[config.mk]
export PLATFORM = sky130hd
export DESIGN_NAME = avr_uart_mmio
export DESIGN_NICKNAME = d
export VERILOG_FILES = /design/src/rtl/avr_uart_mmio.sv
export SDC_FILE = /design/constraint.sdc
export NUM_CORES = 1
export LEC_CHECK = 0
export BUFFER_PORTS_ARGS = -buffer_cell sky130_fd_sc_hd__buf_2
export CAP_MARGIN = 20
export CORE_MARGIN = 1
export CORE_UTILIZATION = 40
export DETAILED_ROUTE_END_ITERATION = 10
export PLACE_DENSITY = 0.6
export SETUP_SLACK_MARGIN = 0.5
export SLEW_MARGIN = 10
export SYNTH_ARGS = -nofsm -noshare
export SYNTH_HDL_FRONTEND = slang
export SYNTH_SLANG_ARGS = --single-unit
[constraint.sdc]
create_clock -name clock -period 3.2 [get_ports clock]
set_input_delay 0.16 -clock clock [delete_from_list [all_inputs] [get_ports clock]]
set_output_delay 0.16 -clock clock [all_outputs]
set_load 0.02 [all_outputs]
[src/rtl/avr_uart_mmio.sv]
// Memory-mapped 8N1 UART: DATA at BASE, STATUS at BASE+1.
// Ports: clock, locked (sync active-low reset), address/wb/w/rd CPU bus, dout/hit, tx, rx.
`timescale 1ns/1ps
module avr_uart_mmio #(
  parameter logic [15:0] BASE     = 16'h002C,
  parameter int unsigned BAUD_DIV = 434
) (
  input  logic        clock,
  input  logic        locked,
  input  logic [15:0] address,
  input  logic [7:0]  wb,
  input  logic        w,
  input  logic        rd,
  output logic [7:0]  dout,
  output logic        hit,
  output logic        tx,
  input  logic        rx
);
  localparam logic [15:0] BDIV  = 16'(BAUD_DIV);
  localparam logic [15:0] BHALF = 16'(BAUD_DIV / 2);

  typedef enum logic [1:0] {
    S_IDLE, S_START, S_DATA, S_STOP
  } st_t;

  logic w_sel_data, w_sel_stat;
  logic w_rd_data, w_wr_stat;
  assign w_sel_data = (address == BASE);
  assign w_sel_stat = (address == BASE + 16'd1);
  assign w_rd_data  = rd & w_sel_data;
  assign w_wr_stat  = w & w_sel_stat;
  assign hit        = w_sel_data | w_sel_stat;

  // TX FIFO
  logic [7:0] r_fifo [4];
  logic [1:0] r_wp, r_rp;
  logic [2:0] r_cnt;
  logic       w_push, w_pop;

  // TX FSM
  st_t        r_tx_st, w_tx_nst;
  logic [15:0] r_tx_baud;
  logic [2:0] r_tx_bit;
  logic [7:0] r_tx_sh;
  logic       r_tx, w_tx_d, w_tx_tick;
  logic       w_tx_idle, w_tx_ready;

  assign w_push     = w & w_sel_data & (r_cnt != 3'd4);
  assign w_pop      = (r_tx_st == S_IDLE) & (r_cnt != 3'd0);
  assign w_tx_tick  = (r_tx_baud == 16'd1);
  assign w_tx_ready = (r_cnt != 3'd4);
  assign w_tx_idle  = (r_cnt == 3'd0) & (r_tx_st == S_IDLE);

  always_ff @(posedge clock) begin
    if (w_push) r_fifo[r_wp] <= wb;
  end

  always_ff @(posedge clock) begin
    if (!locked) begin
      r_wp  <= 2'd0;
      r_rp  <= 2'd0;
      r_cnt <= 3'd0;
    end else begin
      if (w_push) r_wp <= r_wp + 2'd1;
      if (w_pop)  r_rp <= r_rp + 2'd1;
      if (w_push && !w_pop)      r_cnt <= r_cnt + 3'd1;
      else if (w_pop && !w_push) r_cnt <= r_cnt - 3'd1;
    end
  end

  always_ff @(posedge clock) begin
    if (!locked) r_tx_st <= S_IDLE;
    else         r_tx_st <= w_tx_nst;
  end

  always_comb begin
    w_tx_nst = r_tx_st;
    unique case (r_tx_st)
      S_IDLE:  if (w_pop) w_tx_nst = S_START;
      S_START: if (w_tx_tick) w_tx_nst = S_DATA;
      S_DATA:  if (w_tx_tick && r_tx_bit == 3'd7) w_tx_nst = S_STOP;
      S_STOP:  if (w_tx_tick) w_tx_nst = S_IDLE;
      default: w_tx_nst = S_IDLE;
    endcase
  end

  always_comb begin
    w_tx_d = 1'b1;
    unique case (r_tx_st)
      S_START: w_tx_d = 1'b0;
      S_DATA:  w_tx_d = r_tx_sh[0];
      default: w_tx_d = 1'b1;
    endcase
  end

  always_ff @(posedge clock) begin
    if (!locked) begin
      r_tx_baud <= 16'd1;
      r_tx_bit  <= 3'd0;
      r_tx_sh   <= 8'h00;
      r_tx      <= 1'b1;
    end else begin
      r_tx <= w_tx_d;
      if (r_tx_st == S_IDLE) begin
        if (w_pop) begin
          r_tx_sh   <= r_fifo[r_rp];
          r_tx_baud <= BDIV;
          r_tx_bit  <= 3'd0;
        end
      end else if (w_tx_tick) begin
        r_tx_baud <= BDIV;
        if (r_tx_st == S_DATA) begin
          r_tx_sh  <= r_tx_sh >> 1;
          r_tx_bit <= r_tx_bit + 3'd1;
        end
      end else begin
        r_tx_baud <= r_tx_baud - 16'd1;
      end
    end
  end

  assign tx = r_tx;

  // RX path
  logic       r_rx_s1, r_rx_s2, r_rx_d;
  st_t        r_rx_st, w_rx_nst;
  logic [15:0] r_rx_baud;
  logic [2:0] r_rx_bit;
  logic [7:0] r_rx_sh, r_rx_hold;
  logic       r_rx_valid, r_ovr, r_fe;
  logic       w_rx_fall, w_rx_tick, w_rx_done, w_good, w_bad;

  assign w_rx_fall = r_rx_d & ~r_rx_s2;
  assign w_rx_tick = (r_rx_baud == 16'd1);
  assign w_rx_done = (r_rx_st == S_STOP) & w_rx_tick;
  assign w_good    = w_rx_done & r_rx_s2;
  assign w_bad     = w_rx_done & ~r_rx_s2;

  always_ff @(posedge clock) begin
    if (!locked) begin
      r_rx_s1 <= 1'b1;
      r_rx_s2 <= 1'b1;
      r_rx_d  <= 1'b1;
    end else begin
      r_rx_s1 <= rx;
      r_rx_s2 <= r_rx_s1;
      r_rx_d  <= r_rx_s2;
    end
  end

  always_ff @(posedge clock) begin
    if (!locked) r_rx_st <= S_IDLE;
    else         r_rx_st <= w_rx_nst;
  end

  always_comb begin
    w_rx_nst = r_rx_st;
    unique case (r_rx_st)
      S_IDLE:  if (w_rx_fall) w_rx_nst = S_START;
      S_START: if (w_rx_tick) w_rx_nst = r_rx_s2 ? S_IDLE : S_DATA;
      S_DATA:  if (w_rx_tick && r_rx_bit == 3'd7) w_rx_nst = S_STOP;
      S_STOP:  if (w_rx_tick) w_rx_nst = S_IDLE;
      default: w_rx_nst = S_IDLE;
    endcase
  end

  // First reload after the start edge is half a bit so all later ticks land mid-bit.
  always_ff @(posedge clock) begin
    if (!locked) begin
      r_rx_baud <= 16'd1;
      r_rx_bit  <= 3'd0;
      r_rx_sh   <= 8'h00;
    end else if (r_rx_st == S_IDLE) begin
      if (w_rx_fall) r_rx_baud <= BHALF;
    end else if (w_rx_tick) begin
      r_rx_baud <= BDIV;
      if (r_rx_st == S_START) r_rx_bit <= 3'd0;
      if (r_rx_st == S_DATA) begin
        r_rx_sh  <= {r_rx_s2, r_rx_sh[7:1]};
        r_rx_bit <= r_rx_bit + 3'd1;
      end
    end else begin
      r_rx_baud <= r_rx_baud - 16'd1;
    end
  end

  // A landing byte beats a same-cycle read clear.
  always_ff @(posedge clock) begin
    if (!locked) begin
      r_rx_hold  <= 8'h00;
      r_rx_valid <= 1'b0;
      r_ovr      <= 1'b0;
      r_fe       <= 1'b0;
    end else begin
      if (w_good) begin
        r_rx_hold  <= r_rx_sh;
        r_rx_valid <= 1'b1;
      end else if (w_rd_data) begin
        r_rx_valid <= 1'b0;
      end
      if (w_good && r_rx_valid)    r_ovr <= 1'b1;
      else if (w_wr_stat && wb[3]) r_ovr <= 1'b0;
      if (w_bad)                   r_fe <= 1'b1;
      else if (w_wr_stat && wb[4]) r_fe <= 1'b0;
    end
  end

  always_comb begin
    dout = 8'h00;
    unique case (1'b1)
      w_sel_data: dout = r_rx_valid ? r_rx_hold : 8'h00;
      w_sel_stat: dout = {3'b000, r_fe, r_ovr, r_rx_valid,
                          w_tx_idle, w_tx_ready};
      default:    dout = 8'h00;
    endcase
  end
endmodule

==> summary.md, run 1 <==
| Metric | Value |
|---|---|
| Status | finished, final reports clean |
| Setup_tns | 0 ns |
| Avg WL per Cell | 14.5 um |
| Core footprint | 0.0129 mm^2 |
| Filler cells | 1149 |
| Global-route wire length before repair | 19100 um |
| Drt total wl | 11300 um |
| Slew Viols, Final | 0 |
| Hold Path Stages | 4 |
| Root Buffer | clkbuf_16 |
| CTS tree | yes |
| Tcrit/Tclk final | 0.779 |
| Seq. cell area | 0.00260 mm^2 |
| Peak VDD IR | 469 uV |
| DIE AREA | 0.0139 mm^2 |
| Synth Register Bits | 114 |
| Post-synth ARST share | 0 |
| Drt pass-1 iters | 5 |
| Clk_lat worst skew | 0.41 ns |
| Critical path class | register to register |
| Port Buffers | 38 |
| Max Clk Rate | 401 MHz |
| Netlist cell types | 60 |
| Post-synth top area cell | dfxtp_1 |
| Post-synthesis sequential area ratio | 0.484 |
| Nature of the critical path endpoint | register |
| Top cells by area, synth | dfxtp_1 (31%), edfxtp_1 (18%), a21oi_1 (5.5%), ha_1 (5.4%), nand2_1 (4.4%) |
| Crit start category | register |
| Layout cell share with drive strength beyond 1 | 0.170 |
| CTS Sinks | 114 |
| Fin util | 0.496 |
| Ant. Diodes | 0 |
| Area Overhead vs Synth | 18.8% |
| Clock Pin Slew Worst Setup and Hold Paths | 0.06 ns |
| Avg Cell Area, Syn | 9.86 um^2 |
| CP arrival | 2.80 ns |
| Pwr/cell area | 844 mW/mm^2 |
| Largest net degree at the start of global routing | 43 |
| DIE WIDTH | 118 um |
| Critical path data required time | 3.51 ns |
| Worst reg2reg path depth | 7 |
| Multi-input logic area | 0.00258 mm^2 |
| DRT iter0 DRCs | 231 |
| Dpl hpwl | 7600 um |
| Slew Limit Headroom | 0.231 |
| Initial antenna violation count | 0 |
| Syn_nets | 598 |
| Mapped Area | 0.00538 mm^2 |
| Num ports | 39 |
| Warnings from Yosys | 0 |
| Total global-route track usage | 0.171 |
| Initial Util | 0.418 |
| Total power | 5390 uW |
| Final Hold Viols | 0 |
| Max cap viols | 0 |
| Routed Antenna Nets | 0 |
| Num CTS Buffers | 17 |
| Placed insts | 736 |
| Static leakage | 0.00243 uW |
| Crit-path max FO | 13 |
| Vias | 4168 |
| Yosys top cell area share | 0.305 |
| Fin Clk Skew | 0.00833 ns |
| Final setup fails | 0 |
| RSZ-0062 raised after global routing | no |
| Post-synth EDFFs | 32 |
| Die H | 118 um |
| Syn Inst Count | 545 |
| Longest Clk Path Bufs | 2 |
| Final cell count without fillers | 777 |
| # rows | 41 |
| GPL Wtd Cong | 0.823 |
| # resized after CTS | 0 |
| Overflow after GRT | 0 |
| Via density | 5.36 |
| Synth Flop Type | dfxtp_1 |
| Vias in the first global route | 4071 |
| DP Worst Slack | 0.721 ns |
| DRC | 0 |
| Worst hold path type | primary input to register |
| Tmin final | 2.49 ns |
| Final WS setup | 0.708 ns |
| H-Tree Depth | 4 |
| Post-layout nets | 645 |
| Least-Margin Pin Slew | 1.14 ns |
## cell families after synthesis
kind of cell,count (synthesis),share of synthesized area
buffers and inverters,50,0.0363
AND/OR/NAND/NOR,194,0.189
flip-flops,114,0.484
adder cells (fa/ha/maj),24,0.0573
multiplexers,21,0.0579
AO/OA/AOI/OAI,137,0.167
XOR/XNOR,5,0.00815
## registers in the layout, indices dropped and copies added (netlist names), 2 cells and up, named ones only
| name | flops |
|---|---|
| r_rx_hold | 8 |
| r_tx_bit | 3 |
| r_wp | 2 |
| r_tx_sh | 8 |
| r_rx_baud | 16 |
| r_cnt | 3 |
| r_rx_bit | 3 |
| r_rx_sh | 8 |
| r_fifo | 32 |
| r_tx_baud | 16 |
| r_tx_st | 2 |
| r_rp | 2 |
## synth_stat cells, types with 8 or more instances
library cell	number
a311oi_1	13
edfxtp_1	32
and2_1	9
clkbuf_1	21
nand3_1	16
o21ai_0	13
mux2i_1	12
mux4_2	8
a211oi_1	8
a21oi_1	59
nor2_1	44
nor3_1	14
nand2_1	63
dfxtp_1	82
ha_1	23
inv_1	21
## critical path, cell delays in order, from the launching register on
cell and delay, ns:
dfxtp_1 0.35, inv_1 0.07, ha_1 0.18, nor4b_2 0.20, a41oi_1 0.95, nor4b_1 0.32
nor2_1 0.07, a311oi_1 0.24
## area by class of cell
class                           instances  area share
Tap cell                              172      0.0337
Sequential cell                       114       0.408
Multi-Input combinational cell        381       0.404
Inverter                               21      0.0123
Clock inverter                         15      0.0170
Clock buffer                           17      0.0666
Timing Repair Buffer                   57      0.0588
## metrics by stage
step	area (um^2)	hold WS [ns]
2_1_floorplan	5380	0.259
3_3_place_gp	5730	0.355
3_5_place_dp	5760	0.355
4_1_cts	6380	0.104
5_1_grt	6380	0.119
6_report	6380	0.112
## worst paths after layout
kind              endpoint    startpoint  slack [ns]
min reg2reg   r_rx_hold[5]  r_rx_hold[5]        0.45
max          r_rx_baud[11]  r_rx_baud[1]        0.71
min             r_rx_valid            rd        0.11
max reg2reg  r_rx_baud[11]  r_rx_baud[1]        0.71
## layer usage
metal	global-route usage	vias up	share of wire
li1	-	2110	-
met1	0.208	1980	0.47
met2	0.284	70	0.50
met3	0.0460	8	0.026
met4	0.0713	0	0.0075
met5	0	-	0
## power breakdown
part / internal, uW / switching (uW)
sequential: 1660 / 230
clock: 991 / 698
combinational: 754 / 1050
## what timing repair did
item / in CTS / in global routing
hold buffers: 9 / 0
setup buffers: 0 / 0
hold endpoints to repair: 33 / 0
## cells in the final DEF (no fill, tap or decap), types with 3 or more instances in the layout
cell type | Yosys | final
inv_1 | 21 | 20
clkinv_2 | 0 | 4
edfxtp_1 | 32 | 32
o21ai_1 | 5 | 5
mux2i_1 | 12 | 12
buf_2 | 6 | 38
a31oi_1 | 6 | 6
o21ai_0 | 13 | 13
nor3b_1 | 4 | 4
nor4_1 | 6 | 6
and2_1 | 9 | 9
ha_1 | 23 | 23
and3_1 | 3 | 3
dlygate4sd3_1 | 0 | 9
a211oi_1 | 8 | 8
nand3_1 | 16 | 16
nor3_1 | 14 | 14
and4_1 | 4 | 4
dfxtp_1 | 82 | 82
mux4_2 | 8 | 8
inv_6 | 0 | 4
a21oi_1 | 59 | 59
clkbuf_16 | 0 | 17
nand4b_1 | 3 | 3
nand2b_1 | 4 | 4
a311oi_1 | 13 | 13
xor2_1 | 3 | 3
o31ai_1 | 5 | 5
nand4_1 | 6 | 6
a41oi_1 | 3 | 3
o21a_1 | 4 | 4
buf_4 | 0 | 9
nand2_1 | 63 | 63
clkinv_4 | 0 | 4
a21o_1 | 4 | 4
nor2_1 | 44 | 44
o211a_1 | 4 | 4
(Power assumes the default switching activity.)
==> run 2, diff against run 1 <==
Clock period 3.2 ns to 2.4 ns, I/O delays scaled along.
==> run 2 against run 1 <==
Register-to-register slack got worse by 0.27 ns. Critical path depth decreased by 2. Maximum frequency increased by 27%. Combinational power increased by 81%. Sequential cell count unchanged. Worst setup slack got worse by 0.27 ns. Via count increased by 6.4%.
==> summary.md, run 2 (synthesis gave the netlist of run 1 again) <==
| Metric | Value |
|---|---|
| Pwr/cell area | 1200 mW/mm^2 (was 844 mW/mm^2) |
| Max cap viols | 0 (unchanged) |
| Hold Path Stages | 4 (unchanged) |
| Largest net degree at the start of global routing | 33 (was 43) |
| DIE AREA | 0.0139 mm^2 (unchanged) |
| Clock Pin Slew Worst Setup and Hold Paths | 0.05 ns (was 0.06 ns) |
| Slew Limit Headroom | 0.594 (was 0.231) |
| Vias in the first global route | 4346 (was 4071) |
| Root Buffer | clkbuf_16 (unchanged) |
| Worst flop-to-flop path endpoint | r_tx_baud[14] (was r_rx_baud[11]) |
| Largest register FFs | 32 (unchanged) |
| H-Tree Depth | 4 (unchanged) |
| Peak VDD IR | 576 uV (was 469 uV) |
| DP Worst Slack | 0.219 ns (was 0.721 ns) |
| Num CTS Buffers | 17 (unchanged) |
| GPL Wtd Cong | 0.789 (was 0.823) |
| Initial Util | 0.418 (unchanged) |
| Die H | 118 um (unchanged) |
| Min-delay src | rd (unchanged) |
| Area post-placement | 0.00590 mm^2 (was 0.00576 mm^2) |
| Setup_tns | 0 ns (unchanged) |
| CTS Sinks | 114 (unchanged) |
| Tmin final | 1.96 ns (was 2.49 ns) |
| Final setup fails | 0 (unchanged) |
| Nature of the critical path endpoint | register (unchanged) |
| Layout cell share with drive strength beyond 1 | 0.283 (was 0.170) |
| CTS tree | yes (unchanged) |
| Crit-path max FO | 4 (was 13) |
| Static leakage | 0.00268 uW (was 0.00243 uW) |
| Ant. Diodes | 0 (unchanged) |
| Drt total wl | 12000 um (was 11300 um) |
| Tcrit/Tclk final | 0.816 (was 0.779) |
| Least-Margin Pin Slew | 0.608 ns (was 1.14 ns) |
| Final WS setup | 0.441 ns (was 0.708 ns) |
| Largest register by flop count | r_fifo (unchanged) |
| Flop2flop setup slack | 0.44 ns (was 0.71 ns) |
| Overflow after GRT | 0 (unchanged) |
| Critical path class | register to register (unchanged) |
| DIE WIDTH | 118 um (unchanged) |
| DRC | 0 (unchanged) |
| Area Overhead vs Synth | 29.6% (was 18.8%) |
| Avg WL per Cell | 14.7 um (was 14.5 um) |
| Vias | 4435 (was 4168) |
| Reg-to-Reg Start | r_tx_baud[7] (was r_rx_baud[1]) |
| Clk_lat worst skew | 0.42 ns (was 0.41 ns) |
| Critical path data required time | 2.71 ns (was 3.51 ns) |
| Final Hold Viols | 0 (unchanged) |
| Critical path cell sequence | or2_4 -> or4b_4 -> or4_4 -> a21o_1 -> o211a_1 (was inv_1 -> ha_1 -> nor4b_2 -> a41oi_1 -> nor4b_1 -> nor2_1 -> a311oi_1) |
| Port Buffers | 38 (unchanged) |
| Status | finished, final reports clean (unchanged) |
| Commonest non-fill, non-tap cell in the layout | dfxtp_1 (unchanged) |
| Top flop regs | r_fifo (32), r_rx_baud (16), r_tx_baud (16) (unchanged) |
| Slew Viols, Final | 0 (unchanged) |
| Crit start category | register (unchanged) |
| Drt pass-1 iters | 4 (was 5) |
| Worst hold path type | primary input to register (unchanged) |
| RSZ-0062 raised after global routing | yes (was no) |
| Post-layout nets | 679 (was 645) |
| CP arrival | 2.26 ns (was 2.80 ns) |
| Core footprint | 0.0129 mm^2 (unchanged) |
| Total global-route track usage | 0.177 (was 0.171) |
| Max Clk Rate | 511 MHz (was 401 MHz) |
| Global-route wire length before repair | 19800 um (was 19100 um) |
| Via density | 5.47 (was 5.36) |
| Hold EP | r_rx_valid (unchanged) |
| Worst reg2reg path depth | 5 (was 7) |
| Fin util | 0.541 (was 0.496) |
| Most frequent cells in the layout | dfxtp_1 (71), nand2_1 (63), a21oi_1 (56) (was dfxtp_1 (82), nand2_1 (63), a21oi_1 (59)) |
| Num ports | 39 (unchanged) |
| Slowest cell on crit path | or4b_4 (was a41oi_1) |
| Final instance area | 0.00697 mm^2 (was 0.00638 mm^2) |
| Routed Antenna Nets | 0 (unchanged) |
| Fin Clk Skew | 0.00684 ns (was 0.00833 ns) |
| Initial antenna violation count | 0 (unchanged) |
| Dpl hpwl | 7720 um (was 7600 um) |
| Longest Clk Path Bufs | 2 (unchanged) |
| DRT iter0 DRCs | 208 (was 231) |
| # rows | 41 (unchanged) |
| Slowest cell delay on critical path | 0.53 ns (was 0.95 ns) |
## run 2: cell count changes in the layout (fill, tap and decap cells not counted), sizes merged
cell	previous run	this run
clkinvlp	2	3
buf	48	82
inv	25	22
clkinv	9	7
bufinv	0	3
clkbuf	17	18
## run 2: layer usage
metal  vias up  track usage  routed length (um)
met5         -            0                   0
met4         0       0.0801                 249
met3        22       0.0441                 482
met2       114        0.293                5730
met1      2122        0.217                5490
li1       2177            -                   -
## run 2: metrics by stage
stage               instances  power [uW]  hold slack [ns]
global placement          749        5080            0.328
detailed placement        749        5150            0.322
finish                    811        8350           0.0747
global route              811        8810            0.128
floorplan                 545        4440            0.219
CTS                       802        8000           0.0704
## run 2: worst max-delay path by stage
stage	start	end	slack [ns]	depth (start not counted)
2_1_floorplan	address[4]	r_cnt[2]	0.40	10
3_3_place_gp	address[10]	r_cnt[2]	0.25	10
3_5_place_dp	address[10]	r_cnt[2]	0.22	10
4_1_cts	r_cnt[0]	r_cnt[2]	0.43	9
5_1_grt	r_cnt[0]	r_cnt[2]	0.38	9
6_report	r_tx_baud[7]	r_tx_baud[14]	0.44	5
## run 2: what timing repair did
item | CTS | global route
endpoints found under the hold margin | 33 | 0
endpoints found under the setup margin | 51 | 60
hold buffers | 9 | 0
pin swaps | 18 | 9
cloned | 0 | 1
buffers inserted | 12 | 8
resized for setup | 23 | 36
## run 2: where the power goes
group | switching [uW] | internal [uW]
combinational | 1690 | 1570
sequential | 335 | 2250
clock | 892 | 1620
## run 2: cell type report
cell class / count / area [um^2]
fill: 1116 / 5910
multi-input combinational: 381 / 2820
sequential: 114 / 2630
timing repair buffer: 91 / 636
clock buffer: 18 / 429
tap: 172 / 215
clock inverter: 14 / 164
inverter: 21 / 78.8
## run 2: critical path: cells and delay by family (launching register included)
| kind | cells | cell delay (ns) |
|---|---|---|
| simple gates | 3 | 1.22 |
| flops | 1 | 0.34 |
| compound gates | 2 | 0.30 |
